### config.mk
export PLATFORM = sky130hd
export DESIGN_NAME = ps2_host_tx
export DESIGN_NICKNAME = d
export VERILOG_FILES = /design/src/rtl/ps2_host_tx.sv
export SDC_FILE = /design/constraint.sdc
export NUM_CORES = 1
export LEC_CHECK = 0
export CORE_UTILIZATION = 60
export CTS_BUF_LIST = sky130_fd_sc_hd__clkbuf_4 sky130_fd_sc_hd__clkbuf_8 sky130_fd_sc_hd__clkbuf_16
export CTS_CLUSTER_SIZE = 24
export DETAILED_ROUTE_END_ITERATION = 10
export DONT_BUFFER_PORTS = 1
export GPL_ROUTABILITY_DRIVEN = 0
export PLACE_DENSITY = 0.75
export SLEW_MARGIN = 20
export SYNTH_ARGS = -nofsm -noshare
export SYNTH_HDL_FRONTEND = slang
export SYNTH_SLANG_ARGS = --single-unit
### constraint.sdc
create_clock -name clk -period 2.1 [get_ports clk]
set_clock_uncertainty 0.2 [all_clocks]
set_input_delay 0.105 -clock clk [delete_from_list [all_inputs] [get_ports clk]]
set_output_delay 0.105 -clock clk [all_outputs]
set_load 0.03 [all_outputs]
### src/rtl/ps2_host_tx.sv
// Host-to-device PS/2 transmitter: inhibits the bus, raises a request-to-send and
// shifts one command byte (LSB first, odd parity) out on device-generated clock falls.
module ps2_host_tx #(
   parameter int CLK_HZ         = 100_000_000,
   parameter int INHIBIT_CYCLES = 10_000,
   parameter int TIMEOUT_CYCLES = 1_500_000,
   parameter int FILTER_LEN     = 8
) (
   input  logic       clk,
   input  logic       rst,
   input  logic [7:0] tx_data,
   input  logic       tx_valid,
   output logic       tx_ready,
   input  logic       ps2_clk_in,
   input  logic       ps2_data_in,
   output logic       ps2_clk_oe,
   output logic       ps2_data_oe,
   output logic       busy,
   output logic       tx_done,
   output logic       tx_err
);

   localparam int FW     = (FILTER_LEN > 1) ? $clog2(FILTER_LEN) : 1;
   localparam int IW     = (INHIBIT_CYCLES > 1) ? $clog2(INHIBIT_CYCLES + 1) : 1;
   localparam int TW_MIN = $clog2(TIMEOUT_CYCLES + 1);
   localparam int TW     = (TW_MIN > 21) ? TW_MIN : 21;

   if (CLK_HZ < 1 || FILTER_LEN < 1 || INHIBIT_CYCLES < 1 || TIMEOUT_CYCLES < 1) begin : g_param_check
      $error("ps2_host_tx: parameters must be positive");
   end

   typedef enum logic [2:0] {
      IDLE,
      INHIBIT,
      REQ,
      ACK,
      WAIT_IDLE
   } state_t;

   state_t state_q, state_d;

   logic [1:0]    clk_sync, data_sync;
   logic [FW-1:0] clk_fcnt, data_fcnt;
   logic          clk_filt, data_filt, clk_filt_prev;
   logic          fall;

   logic [7:0]    shreg;
   logic          par;
   logic [3:0]    bitcnt, bitcnt_d;
   logic [IW-1:0] inh_cnt;
   logic [TW-1:0] to_cnt;
   logic          armed;
   logic          timeout;
   logic          cap;
   logic          clk_oe_d, data_oe_d, done_d, err_d;

   // A level change is accepted only after FILTER_LEN consecutive samples disagree
   // with the current filtered level; shorter pulses are dropped.
   always_ff @(posedge clk) begin
      if (rst) begin
         clk_sync      <= 2'b11;
         data_sync     <= 2'b11;
         clk_fcnt      <= '0;
         data_fcnt     <= '0;
         clk_filt      <= 1'b1;
         data_filt     <= 1'b1;
         clk_filt_prev <= 1'b1;
      end else begin
         clk_sync      <= {clk_sync[0], ps2_clk_in};
         data_sync     <= {data_sync[0], ps2_data_in};
         clk_filt_prev <= clk_filt;

         if (clk_sync[1] == clk_filt) begin
            clk_fcnt <= '0;
         end else if (clk_fcnt == FW'(FILTER_LEN - 1)) begin
            clk_filt <= clk_sync[1];
            clk_fcnt <= '0;
         end else begin
            clk_fcnt <= clk_fcnt + 1'b1;
         end

         if (data_sync[1] == data_filt) begin
            data_fcnt <= '0;
         end else if (data_fcnt == FW'(FILTER_LEN - 1)) begin
            data_filt <= data_sync[1];
            data_fcnt <= '0;
         end else begin
            data_fcnt <= data_fcnt + 1'b1;
         end
      end
   end

   assign fall    = clk_filt_prev & ~clk_filt;
   assign timeout = (to_cnt == TW'(TIMEOUT_CYCLES - 1));

   // Handshake: a byte is taken on any cycle where tx_valid and tx_ready are both
   // high; tx_ready is high exactly while IDLE and tx_valid is ignored otherwise.
   always_comb begin
      state_d   = state_q;
      bitcnt_d  = bitcnt;
      cap       = 1'b0;
      clk_oe_d  = 1'b0;
      data_oe_d = ps2_data_oe;
      done_d    = 1'b0;
      err_d     = 1'b0;

      case (state_q)
         IDLE: begin
            data_oe_d = 1'b0;
            if (tx_valid) begin
               cap       = 1'b1;
               bitcnt_d  = 4'd0;
               state_d   = INHIBIT;
               clk_oe_d  = 1'b1;
               data_oe_d = (INHIBIT_CYCLES == 1);
            end
         end

         INHIBIT: begin
            if (inh_cnt == IW'(INHIBIT_CYCLES - 1)) begin
               state_d   = REQ;
               clk_oe_d  = 1'b0;
               data_oe_d = 1'b1;
            end else begin
               clk_oe_d  = 1'b1;
               data_oe_d = (inh_cnt == IW'(INHIBIT_CYCLES - 2));
            end
         end

         REQ: begin
            if (timeout) begin
               state_d   = IDLE;
               data_oe_d = 1'b0;
               err_d     = 1'b1;
            end else if (fall && armed) begin
               bitcnt_d = bitcnt + 4'd1;
               if (bitcnt == 4'd9) begin
                  data_oe_d = 1'b0;
                  state_d   = ACK;
               end else if (bitcnt == 4'd8) begin
                  data_oe_d = ~par;
               end else begin
                  data_oe_d = ~shreg[bitcnt[2:0]];
               end
            end
         end

         ACK: begin
            data_oe_d = 1'b0;
            if (timeout) begin
               state_d = IDLE;
               err_d   = 1'b1;
            end else if (fall) begin
               if (data_filt) begin
                  state_d = IDLE;
                  err_d   = 1'b1;
               end else begin
                  state_d = WAIT_IDLE;
               end
            end
         end

         WAIT_IDLE: begin
            data_oe_d = 1'b0;
            if (timeout) begin
               state_d = IDLE;
               err_d   = 1'b1;
            end else if (clk_filt && data_filt) begin
               state_d = IDLE;
               done_d  = 1'b1;
            end
         end

         default: begin
            state_d   = IDLE;
            data_oe_d = 1'b0;
         end
      endcase
   end

   always_ff @(posedge clk) begin
      if (rst) begin
         state_q     <= IDLE;
         tx_ready    <= 1'b1;
         busy        <= 1'b0;
         ps2_clk_oe  <= 1'b0;
         ps2_data_oe <= 1'b0;
         tx_done     <= 1'b0;
         tx_err      <= 1'b0;
         shreg       <= '0;
         par         <= 1'b0;
         bitcnt      <= '0;
         inh_cnt     <= '0;
         to_cnt      <= '0;
         armed       <= 1'b0;
      end else begin
         state_q     <= state_d;
         tx_ready    <= (state_d == IDLE);
         busy        <= (state_d != IDLE);
         ps2_clk_oe  <= clk_oe_d;
         ps2_data_oe <= data_oe_d;
         tx_done     <= done_d;
         tx_err      <= err_d;
         bitcnt      <= bitcnt_d;
         if (cap) begin
            shreg <= tx_data;
            par   <= ~^tx_data;
         end
         inh_cnt <= (state_q == INHIBIT) ? inh_cnt + 1'b1 : '0;
         to_cnt  <= (state_q == REQ || state_q == ACK || state_q == WAIT_IDLE) ? to_cnt + 1'b1 : '0;
         // Falls only count once the released clock has been seen high in REQ,
         // so the edge caused by our own inhibit can never shift a bit.
         armed   <= (state_q == REQ) && (armed || clk_filt);
      end
   end

endmodule
* Yosys cells after proc, flatten, opt, wreduce, memory -nomap -nowiden
Index checks and enable logic that the tools add are counted.
Word-level totals: register bits 71, input port bits 13, output and inout port bits 6
Operators by class: $add $sub $neg 5, order comparisons 1, eq/ne operators 17, mux-type cells 33, bitwise gates (word level) 9, reduce and logical (&&, ||, !) cells 20
Operators with widths (count):
- 3-bit two-way mux | 10
- 14-bit == test, second input constant | 2
- 21-bit by 1-bit adder with 21-bit output, second input constant | 1
- 21-bit == test, second input constant | 1
- 3-bit one-hot mux with 5 select lines | 1
- 14-bit by 1-bit adder with 14-bit output, second input constant | 1
- 1-bit two-way mux | 14
- 4-bit two-way mux | 3
- 3-bit == test, second input constant | 3
- 3-bit OR reduction | 3
- 4-bit == test, second input constant | 2
- 1-bit NOT | 8
- 4-bit one-hot mux with 2 select lines | 1
- 8-bit XNOR reduction | 1
- 3-bit by 1-bit adder with 3-bit output, second input constant | 2
- 3-bit by 2-bit == test with 1-bit output, second input constant | 2
- 3-bit zero test | 2
- 2-bit != test, second input constant | 3
- 1-bit one-hot mux with 2 select lines | 3
- 2-bit OR reduction | 3
- 4-bit by 1-bit adder with 4-bit output, second input constant | 1
- 3-bit by 4-bit < comparator with 1-bit output, second input constant | 1
- 2-bit AND reduction | 2
- 4-bit AND reduction | 1
- other kinds (9) | 14

* Logic depth before layout (Yosys ltp)
word-level depth 8, gate-level depth with buffers 7

* Worst setup path before layout
OpenSTA, ideal clock, no wires.
kind reg2reg, start register to_cnt[0], end register ps2_data_oe, library setup time 0.092 ns, arrival 1.564 ns, setup slack 0.244 ns, stages on the path, launching flop included 8, clock period less this slack 1.856 ns, path through dfxtp_1 -> ha_1 -> and4b_1 -> nand4_1 -> nor2_1 -> or2_2 -> clkbuf_1 -> o32ai_1
On the way: longest elaborated chain between the ends 3, elaborated cells on any way between the ends 4
Ends and longest elaborated chain:
- start, declared | line 51 | logic [TW-1:0] to_cnt;
- start signal, assigned | line 210 | to_cnt <= (state_q == REQ || state_q == ACK || state_q == WAIT_IDLE) ? to_cnt + 1'b1 : '0;
- 21-bit == test * | line 94 | assign timeout = (to_cnt == TW'(TIMEOUT_CYCLES - 1));
- 1-bit two-way mux | line 131 | if (timeout) begin
- 1-bit one-hot mux with 2 select lines | line 107 | case (state_q)
- end signal, assigned | line 201 | ps2_data_oe <= data_oe_d;
- end, declared | line 17 | output logic ps2_data_oe,
Mark *: on every way between the ends. The rest lies on a longest branch, timed or not. A chain may end at the register's enable or synchronous reset.

* Final worst setup path
start register to_cnt[0], end register bitcnt[0]
On the way: longest elaborated chain between the ends 3
Ends and longest elaborated chain:
- 21-bit == test | line 94
- 2-bit != test (no source line)
- 4-bit AND reduction (no source line)
- end signal, assigned | line 204 | bitcnt <= bitcnt_d;
- end, declared | line 49 | logic [3:0] bitcnt, bitcnt_d;
No other way between the ends.

==> impl_metrics.yaml <==
logic_synthesis:
  synth.distinct_cells: 46
  dominantRegCellSynth: "sky130_fd_sc_hd__dfxtp_1"
  syn-instance-count: 345
  syn_avg_cell_area_um2: 8.99
  post_synth_instance_area_um2: 3100
  syn-num-nets: 368
  number_of_storage_elements_in_the_synthesis_netlist: 71
  yosysSeqAreaShare: 0.458
  synth-edff-count: 0
  postSynth.asyncResetShare: 0
  yosysWarningCount: 0
clock_tree:
  clock_slew_at_the_register_clock_pins_of_the_worst_setup_and_hold_paths_ns: 0.07
  worst_skew_pair.late_latency_ns: 0.35
  clock_tree.buffer_depth: 2
  cell_at_the_root_of_the_clock_tree: "sky130_fd_sc_hd__clkbuf_8"
  post-cts-setup-buffers: 0
  cts.sink_count: 71
  h_tree_depth: 3
  cts_tree: "done"
  tritoncts.num_buffers: 9
layout:
  drive_gt1_frac: 0.0937
  fin_util: 0.715
  syn_to_final_growth_pct: 11.7
  fillers: 391
  antenna-diode-count: 0
  final_net_count: 381
timing:
  fin_setup_tns_ns: 0
  grt_setup_unrepaired: "no"
  layout_min_cycle_time_ns: 1.96
  final-max-slew-violation-count: 0
  hold_viol: 0
  fmax_mhz: 509
  final_min_period_over_clock_period: 0.936
  setup-violations-final: 0
  worst_slew_margin_rel: 0.349
  worstMarginPinSlew_ns: 0.974
critical_path:
  cp_slowest_cell: "sky130_fd_sc_hd__or4_1"
  worstSetupPathType: "reg2reg"
  timing.critical_path.cells: "ha_2 -> and4b_1 -> nand4_1 -> nor2_1 -> or4_1 -> a31oi_1"
  critPathMaxStageDelay_ns: 0.53
  setup.worst_path.start_class: "flip-flop"
  timing.critical_path.fanout_max: 6
  critical_path_arrival_ns: 2.03
  crit_path_end_kind: "flip-flop"
  timing.critical_path.required_ns: 2.16
power_and_ir_drop:
  leak_pwr_nw: 1.25
  total_power_mw: 2.50
  power-per-cell-area_nw_per_um2: 722
  max-vdd-ir-drop_v: 0.000576
routing:
  antenna_violating_nets_post_route: 0
  drc_violations_left: 0
  detail_route.vias_per_cell: 5.40
  first_pass_iters: 4
  routedWlPerCell_um: 13.3
  routed_wl_mm: 5.73
  routed-via-count: 2324
  initial_drt_markers: 140
die:
  die_height_um: 73.9
  core.rowCount: 25
  die_w_um: 73.9
  floorplan.initialDensity: 0.640
  boundaryPins: 19
  die-area_um2: 5460
  core_area_um2: 4850
run:
  max-cap-violations: 0
grt:
  groute.usage.overall: 0.234
  grt_pass1_wl_mm: 9.41
  grt_max_degree: 28
  grt_pass1_vias: 2183
  globalRouteOverflowTotal: 0
  grt_antenna_before_repair: 0
placed_design:
  place.detailed.hpwl_mm: 3.80
  placement.io_buffers: 0
outcome:
  status: "finished, final reports clean"
worst_hold_path:
  worst_hold_path_type: "in2reg"
-- critical path, delay by kind of cell (launching register included) --
family	cells	cell delay [ns]
AND/OR/NAND/NOR	4	0.96
flip-flops	1	0.32
adder cells (fa/ha/maj)	1	0.22
AO/OA/AOI/OAI	1	0.18
-- synthesized netlist by cell type (all sizes together) (8+ instances only) --
cell / number / area share
xor2: 23 / 0.065
clkbuf: 9 / 0.011
nand3: 17 / 0.027
nand2: 31 / 0.038
nor3: 8 / 0.013
xnor2: 16 / 0.045
nor2: 46 / 0.056
nand4: 10 / 0.020
and3: 8 / 0.016
ha: 10 / 0.040
a21oi: 15 / 0.024
dfxtp: 71 / 0.46
o21ai: 12 / 0.021
-- routing by layer --
metal,global-route usage,vias up,wire length [um]
met1,0.264,1062,2620
li1,-,1213,-
met5,0,-,0
met2,0.391,41,2780
met4,0.0940,0,76
met3,0.0960,8,257
-- report_power, final --
part	internal [mW]	leakage (nW)	switching, mW
clock network	0.488	0.0873	0.502
registers	1.37	0.576	0.0225
logic	0.0606	0.583	0.0600
total	1.92	1.25	0.584
-- state kept, by name (all words and copies together), names as in the netlist --
register	flops
ps2_data_oe	1
shreg	8
tx_err	1
ps2_clk_oe	1
data_filt	1
clk_filt_prev	1
state_q	3
armed	1
bitcnt	4
tx_ready	1
clk_sync	2
par	1
data_sync	2
clk_filt	1
tx_done	1
clk_fcnt	3
data_fcnt	3
inh_cnt	14
busy	1
to_cnt	21
-- logic make-up (layout without fill, tap and decap cells) --
| family | after synthesis | count (layout) | synth area share |
|---|---|---|---|
| and+or+nand+nor | 160 | 160 | 0.265 |
| buffers and inverters | 21 | 39 | 0.0290 |
| muxes | 3 | 3 | 0.0177 |
| DFF | 71 | 71 | 0.458 |
| adders and majority gates | 10 | 10 | 0.0403 |
| AOI/OAI and AO/OA | 41 | 41 | 0.0795 |
| xor gates and xnor gates | 39 | 39 | 0.110 |
-- area by class of cell --
cell class / instances / area, um^2 / share of cell area
timing repair buffer: 16 / 150 / 0.0433
multi-input combinational: 253 / 1600 / 0.462
sequential: 71 / 1420 / 0.410
inverter: 7 / 26.3 / 0.00758
tap: 67 / 83.8 / 0.0242
clock buffer: 11 / 151 / 0.0437
clock inverter: 5 / 32.5 / 0.00939
-- stage by stage --
step           setup WS, ns  std cells  cell area (um^2)  hold slack, ns
6_report              0.135        430              3460          0.0311
5_1_grt             0.00792        430              3460          0.0472
4_1_cts              0.0818        430              3460          0.0264
3_5_place_dp          0.127        402              3160         -0.0199
3_3_place_gp          0.196        402              3160         -0.0215
2_1_floorplan         0.244        345              3100         0.00881
-- placed cells by master (no fill, tap or decap), drive strengths merged, types with 3 or more instances in the layout --
cell / count
clkbuf: 11
nand4: 10
nand2: 31
clkinvlp: 3
xor2: 23
and4: 4
o21ai: 12
and3: 8
dfxtp: 71
xnor2: 16
ha: 10
buf: 4
nor3: 8
inv: 7
nor2: 46
a21oi: 15
or2: 6
nor4: 3
or3: 3
and2: 6
dlygate4sd3: 12
nor2b: 4
nand3: 17
a31oi: 3
-- path summary, 6_finish.rpt --
kind,start,to,slack (ns),cells past startpoint
worst max-delay path,to_cnt[0],bitcnt[0],0.14,6
worst min-delay path,tx_data[5],par,0.03,5
worst max register to register,to_cnt[0],bitcnt[0],0.14,6
worst min register to register,clk_sync[0],clk_sync[1],0.21,1
-- repair_timing --
action,in CTS,in global routing
endpoints found under the hold margin,35,0
setup endpoints to repair,0,2
resized for setup,0,1
hold buffers,12,0
(Power assumes the default switching activity.)
